`src/rtl/repeated_sub_divider.sv`:
```
// Purpose : unsigned W-bit divider by repeated subtraction (IDLE/LDB/CALC/DONE FSM plus A/B/Q/R datapath).
// Latency : done rises q+2 clock edges after the edge that samples start (q = final quotient).
// Backpres: start is ignored while busy; a start while done is high begins the next operation.
// Optional: define DIV_ZERO_DETECT_EN to finish immediately with div_zero=1 on a zero divisor.
module repeated_sub_divider #(
  parameter int W = 8
) (
  input  logic         clk,
  input  logic         reset,
  input  logic         start,
  input  logic [W-1:0] data_in,
  output logic [W-1:0] quotient,
  output logic [W-1:0] remainder,
  output logic         busy,
  output logic         done,
  output logic         div_zero
);

  typedef enum logic [1:0] {
    S_IDLE = 2'd0,
    S_LDB  = 2'd1,
    S_CALC = 2'd2,
    S_DONE = 2'd3
  } state_t;

  localparam logic [W-1:0] QMAX = '1;

  state_t       state_q, state_d;
  logic [W-1:0] a_q, a_d;
  logic [W-1:0] b_q, b_d;
  logic [W-1:0] q_q, q_d;
  logic [W-1:0] r_q, r_d;
`ifdef DIV_ZERO_DETECT_EN
  logic         dz_q, dz_d;
`endif

  // State and datapath registers; reset clears everything asynchronously.
  always_ff @(posedge clk or negedge reset) begin
    if (!reset) begin
      state_q <= S_IDLE;
      a_q     <= '0;
      b_q     <= '0;
      q_q     <= '0;
      r_q     <= '0;
    end else begin
      state_q <= state_d;
      a_q     <= a_d;
      b_q     <= b_d;
      q_q     <= q_d;
      r_q     <= r_d;
    end
  end

`ifdef DIV_ZERO_DETECT_EN
  // Divide-by-zero flag register, only present when detection is built in.
  always_ff @(posedge clk or negedge reset) begin
    if (!reset) begin
      dz_q <= 1'b0;
    end else begin
      dz_q <= dz_d;
    end
  end
`endif

  // Next-state and datapath update; everything holds unless a state says otherwise.
  always_comb begin
    state_d = state_q;
    a_d     = a_q;
    b_d     = b_q;
    q_d     = q_q;
    r_d     = r_q;
`ifdef DIV_ZERO_DETECT_EN
    dz_d    = dz_q;
`endif
    unique case (state_q)
      S_IDLE, S_DONE: begin
        // Dividend arrives with start; quotient/remainder keep the old result until LDB.
        if (start) begin
          a_d     = data_in;
          state_d = S_LDB;
        end
      end
      S_LDB: begin
        // Divisor arrives one cycle after start; seed the working registers.
        b_d     = data_in;
        r_d     = a_q;
        q_d     = '0;
`ifdef DIV_ZERO_DETECT_EN
        dz_d    = 1'b0;
`endif
        state_d = S_CALC;
      end
      S_CALC: begin
`ifdef DIV_ZERO_DETECT_EN
        if (b_q == '0) begin
          // Zero divisor: saturate the quotient and leave the dividend as remainder.
          dz_d    = 1'b1;
          q_d     = QMAX;
          state_d = S_DONE;
        end else if (r_q >= b_q && q_q != QMAX) begin
          r_d = r_q - b_q;
          q_d = q_q + 1'b1;
        end else begin
          state_d = S_DONE;
        end
`else
        // The QMAX guard also bounds the zero-divisor case, which otherwise never ends.
        if (r_q >= b_q && q_q != QMAX) begin
          r_d = r_q - b_q;
          q_d = q_q + 1'b1;
        end else begin
          state_d = S_DONE;
        end
`endif
      end
      default: state_d = S_IDLE;
    endcase
  end

  assign quotient  = q_q;
  assign remainder = r_q;
  assign busy      = (state_q == S_LDB) || (state_q == S_CALC);
  assign done      = (state_q == S_DONE);
`ifdef DIV_ZERO_DETECT_EN
  assign div_zero  = dz_q;
`else
  assign div_zero  = 1'b0;
`endif

endmodule

```
`config.mk`:
```
export PLATFORM = sky130hd
export DESIGN_NAME = repeated_sub_divider
export DESIGN_NICKNAME = d
export VERILOG_FILES = /design/src/rtl/repeated_sub_divider.sv
export SDC_FILE = /design/constraint.sdc
export NUM_CORES = 1
export LEC_CHECK = 0
export BUFFER_PORTS_ARGS = -buffer_cell sky130_fd_sc_hd__buf_2
export CAP_MARGIN = 25
export CORE_MARGIN = 2
export CORE_UTILIZATION = 57
export CTS_BUF_LIST = sky130_fd_sc_hd__clkbuf_4
export CTS_CLUSTER_DIAMETER = 40
export DETAILED_ROUTE_END_ITERATION = 12
export PLACE_DENSITY_LB_ADDON = 0.25
export SLEW_MARGIN = 20
export SYNTH_ARGS = -nofsm -noshare
export SYNTH_HDL_FRONTEND = slang
export SYNTH_SLANG_ARGS = --single-unit
```
`constraint.sdc`:
```
create_clock -name clk -period 3.2 [get_ports clk]
set_input_delay 0 -clock clk [delete_from_list [all_inputs] [get_ports clk]]
set_output_delay 0 -clock clk [all_outputs]
set_load 0.02 [all_outputs]
```
### Word level (Yosys, flattened, before mapping)

Index checks and enable logic that the tools add are counted.

* $add $sub $neg: 2
* order comparisons: 1
* equal/unequal tests: 7
* muxes and demuxes: 7
* reductions and logical operators: 8

Operators by type and width (number)
* $pmux W8 S2: 2
* $mux W8: 2
* $add A8 B1 Y8 const B: 1
* $ge A8 B8 Y1: 1
* $ne A8 B8 Y1 const B: 1
* $sub A8 B8 Y8: 1
* $ne A2 B2 Y1 const B: 3
* $pmux W2 S3: 1
* $reduce_and A2 Y1: 3
* $eq A2 B2 Y1 const B: 2
* $mux W2: 2
* $eq A2 B1 Y1 const B: 1
* $logic_not A2 Y1: 1
* $reduce_bool A2 Y1: 1
* $reduce_or A2 Y1: 1
* $logic_and A1 B1 Y1: 1
* $logic_or A1 B1 Y1: 1

* flip-flop bits (word level): 34
* input bits: 11
* output and inout port bits: 19

### Logic depth before layout (Yosys ltp)

* word-level depth: 4
* gate-level depth with buffers: 10
* mapped depth without buffers: 9

### Worst setup path after synthesis

OpenSTA, ideal clock, no wires.

* path kind: register -> register
* start: reg r_q[5], in the netlist remainder[5]
* end: reg r_q[5], in the netlist remainder[5]
* arrival time: 2.044 ns
* path slack: 1.030 ns
* cell stages (with the launch flop): 8
* period minus slack after synthesis: 2.170 ns
* path through: dfrtp_1 -> ha_1 -> buf_2 -> nand2_1 -> a311o_1 -> a21o_1 -> a32o_1 -> a311o_1

* cells in the longest elaborated chain, start to end: 4

Ends and longest elaborated chain
* start: declaration: RTL line 32 `logic [W-1:0] r_q, r_d;`
* start signal: assignment: RTL line 50 `r_q <= r_d;`
* $ge A8 B8 Y1: RTL line 108 `if (r_q >= b_q && q_q != QMAX) begin`
* $logic_and A1 B1 Y1: RTL line 108
* $ne A2 B2 Y1 (no line)
* $reduce_and A2 Y1 (no line)

Several ways; a longest one is shown, not always the timed one. The select of a mux whose other input is x is not followed.
A chain may end at the register's enable or synchronous reset.

### Final worst setup path

* start: reg r_q[0], in the netlist remainder[0]
* end: reg r_q[5], in the netlist remainder[5]

Same word-level chain as after synthesis.

==> flow_metrics.py <==
metrics = {
    "drt": {
        "drt-total-wl_um": 3990,
        "firstDrtPassIters": 4,
        "avgRoutedWirePerCell_um": 13.8,
        "antenna_left": 0,
        "via_per_inst": 5.55,
        "vias": 1598,
        "drc_errors": 0,
        "initialDrtViolationCount": 89,
    },
    "clocking": {
        "cts_setup_buffers": 0,
        "cts.clk_slew.worst_paths_ns": 0.10,
        "htreeDepth": 2,
        "cts_resized": 0,
        "clock_sinks": 34,
        "cts_root_buf": "clkbuf_4",
        "clkLatencyLatePin_ns": 0.34,
        "clock_path_buffers": 2,
        "cts_tree": "yes",
        "cts_buffers": 5,
    },
    "placement": {
        "place_hpwl_um": 2770,
        "dp_slack_ns": 0.746,
        "io_buffer_count": 28,
        "gp_congestion": 0.797,
    },
    "synthesis": {
        "synth.distinct_cells": 37,
        "synth.top_cells.by_area": "dfrtp_1, ha_1, mux2_2",
        "yosysWarningCount": 0,
        "synthArstFlopShare": 1.00,
        "seq_area_frac_synth": 0.432,
        "avgSynthCellArea_um2": 9.65,
        "synthTopCellsByCount": "dfrtp_1, nand2_1, inv_1",
        "yosys.area.top_type": "dfrtp_1",
        "yosysMostFrequentCell": "dfrtp_1",
        "syn-cell-area_um2": 1970,
        "synth_top_area_frac": 0.432,
        "synth_ff_type": "dfrtp_1",
        "synth-seq-cells": 34,
        "synth_nets": 229,
        "synthCells": 204,
        "synth_edf_count": 0,
    },
    "timing": {
        "clock_skew_ns": 0.00834,
        "rsz0062_at_grt": "false",
        "worst_slack_ns": 0.701,
        "final_hold_viol_count": 0,
        "slew_headroom": 0.513,
        "finalSetupTns_ns": 0,
        "worst_pin_slew_ns": 0.731,
        "setup_viol_count_final": 0,
        "fmax_mhz": 400,
        "post-route-min-period_ns": 2.50,
        "maxSlewViolCount": 0,
        "fin_crit_sh": 0.781,
        "whs_ns": 0.238,
    },
    "finish": {
        "layout-drive-gt1-share": 0.194,
        "ff_latch_area_um2": 851,
        "multi_input_area_um2": 1020,
        "area.growth.synth_to_final_pct": 16.5,
        "fillers": 304,
        "n_antenna_cell": 0,
        "nNetsFinal": 267,
    },
    "floorplan": {
        "rows": 21,
        "die_w_um": 62.8,
        "dieArea_um2": 3940,
        "ios": 30,
        "die_y_um": 62.8,
        "initial_core_util": 0.590,
        "coreArea_um2": 3340,
    },
    "worst_setup_path": {
        "arrival_ns": 2.73,
        "endpoint_kind": "flop",
        "path_class": "reg2reg",
        "crit_fanout": 25,
        "cp-start-kind": "flop",
        "regToRegSetupSlack_ns": 0.70,
        "crit_required_ns": 3.43,
    },
    "power_and_ir_drop": {
        "p_int_mw": 1.35,
        "total_power_mw": 2.52,
        "leakagePower_nw": 1.11,
        "power_frac_comb": 0.610,
        "p_clk_frac": 0.095,
        "p_sw_mw": 1.17,
        "p_seq_frac": 0.296,
        "ir_drop_mv": 0.629,
        "p_per_area_nw_per_um2": 1100,
        "swShare": 0.463,
    },
    "global_routing": {
        "grt_pass1_wl_um": 6930,
        "grt_max_degree": 35,
        "global_route.overflow_total": 0,
        "grt_antenna_before_repair": 0,
        "track_usage": 0.223,
        "grt_pass1_vias": 1551,
    },
    "flow_run": {
        "maxCapViolCount": 0,
    },
    "min_path": {
        "hold_path_class": "in2async",
    },
    "status": {
        "status": "completed",
    },
}
==> cell type report <==
type / count / area share
repair buffers: 40 / 0.111
clock buffers: 7 / 0.0229
multi-input cells: 145 / 0.444
flip-flops and latches: 34 / 0.371
inverters: 16 / 0.0262
well taps: 46 / 0.0251
==> cells by family after synthesis <==
kind of cell / synth area share
buf+inv: 0.0515
fa+ha+maj: 0.0928
compound gates: 0.155
mux: 0.0921
xor+xnor: 0.0133
flops: 0.432
other cells: 0.00190
simple gates: 0.161
==> stage by stage <==
| step | instances | utilization | area [um2] |
|---|---|---|---|
| finish | 288 | 0.687 | 2290 |
| global route | 288 | 0.687 | 2290 |
| CTS | 288 | 0.687 | 2290 |
| detailed placement | 271 | 0.642 | 2140 |
| global placement | 271 | 0.642 | 2140 |
| floorplan | 204 | - | 1970 |
==> path summary, 6_finish.rpt <==
kind                                endpoint    startpoint  cells past startpoint
worst max-delay path            remainder[5]  remainder[0]                      9
max in group asynchronous       remainder[4]         reset                      2
worst max register to register  remainder[5]  remainder[0]                      9
worst min-delay path             quotient[4]         reset                      2
min in group clk                      b_q[5]    data_in[5]                      4
worst min register to register  remainder[3]        a_q[3]                      2
==> state kept, by name, summed over array words and instances, names as in the netlist <==
signal and cells:
quotient 8, b_q 8, remainder 8, state_q 2
a_q 8
==> layer usage <==
metal | part of all wire | routed length [um] | up-vias | global-route usage
met5 | 0 | 0 | - | 0
met4 | 0.017 | 67 | 0 | 0.0778
met3 | 0.046 | 185 | 6 | 0.0595
met2 | 0.44 | 1770 | 45 | 0.347
met1 | 0.49 | 1960 | 736 | 0.304
li1 | - | - | 811 | -
==> cell usage in the layout (no fill, tap or decap), types with 4 or more instances in the layout <==
cell	synthesis	layout
a21o_1	4	4
a21oi_1	7	7
a32oi_1	4	4
buf_2	3	28
clkbuf_4	0	7
dfrtp_1	34	34
dlygate4sd3_1	0	10
ha_1	13	13
inv_1	16	16
mux2_2	9	9
mux2i_1	8	8
nand2_1	24	24
nand3_1	11	11
nand4_1	6	6
nor2_1	7	7
o211ai_1	6	6
o21ai_0	14	14
==> worst max-delay path, cell delays in order (launching register included) <==
cell	delay [ns]
dfrtp_1	0.41
inv_1	0.07
ha_1	0.16
inv_1	0.05
fa_1	0.40
nand3_1	0.11
a311o_1	0.18
a21o_1	0.58
a31oi_1	0.09
a311o_1	0.34
==> timing repair <==
item | in CTS | in global routing
hold buffers | 10 | 0
setup endpoints to repair | 0 | 0
hold endpoints to repair | 51 | 0
==> power groups by stage <==
stage / logic, mW / registers (mW) / clock network (mW)
6_report: 1.54 / 0.746 / 0.239
5_1_grt: 1.73 / 0.770 / 0.263
4_1_cts: 1.54 / 0.748 / 0.244
3_5_place_dp: 1.53 / 0.757 / 0
3_3_place_gp: 1.50 / 0.751 / 0
2_1_floorplan: 1.12 / 0.810 / 0
No activity file was read; power rests on OpenSTA's default activity.
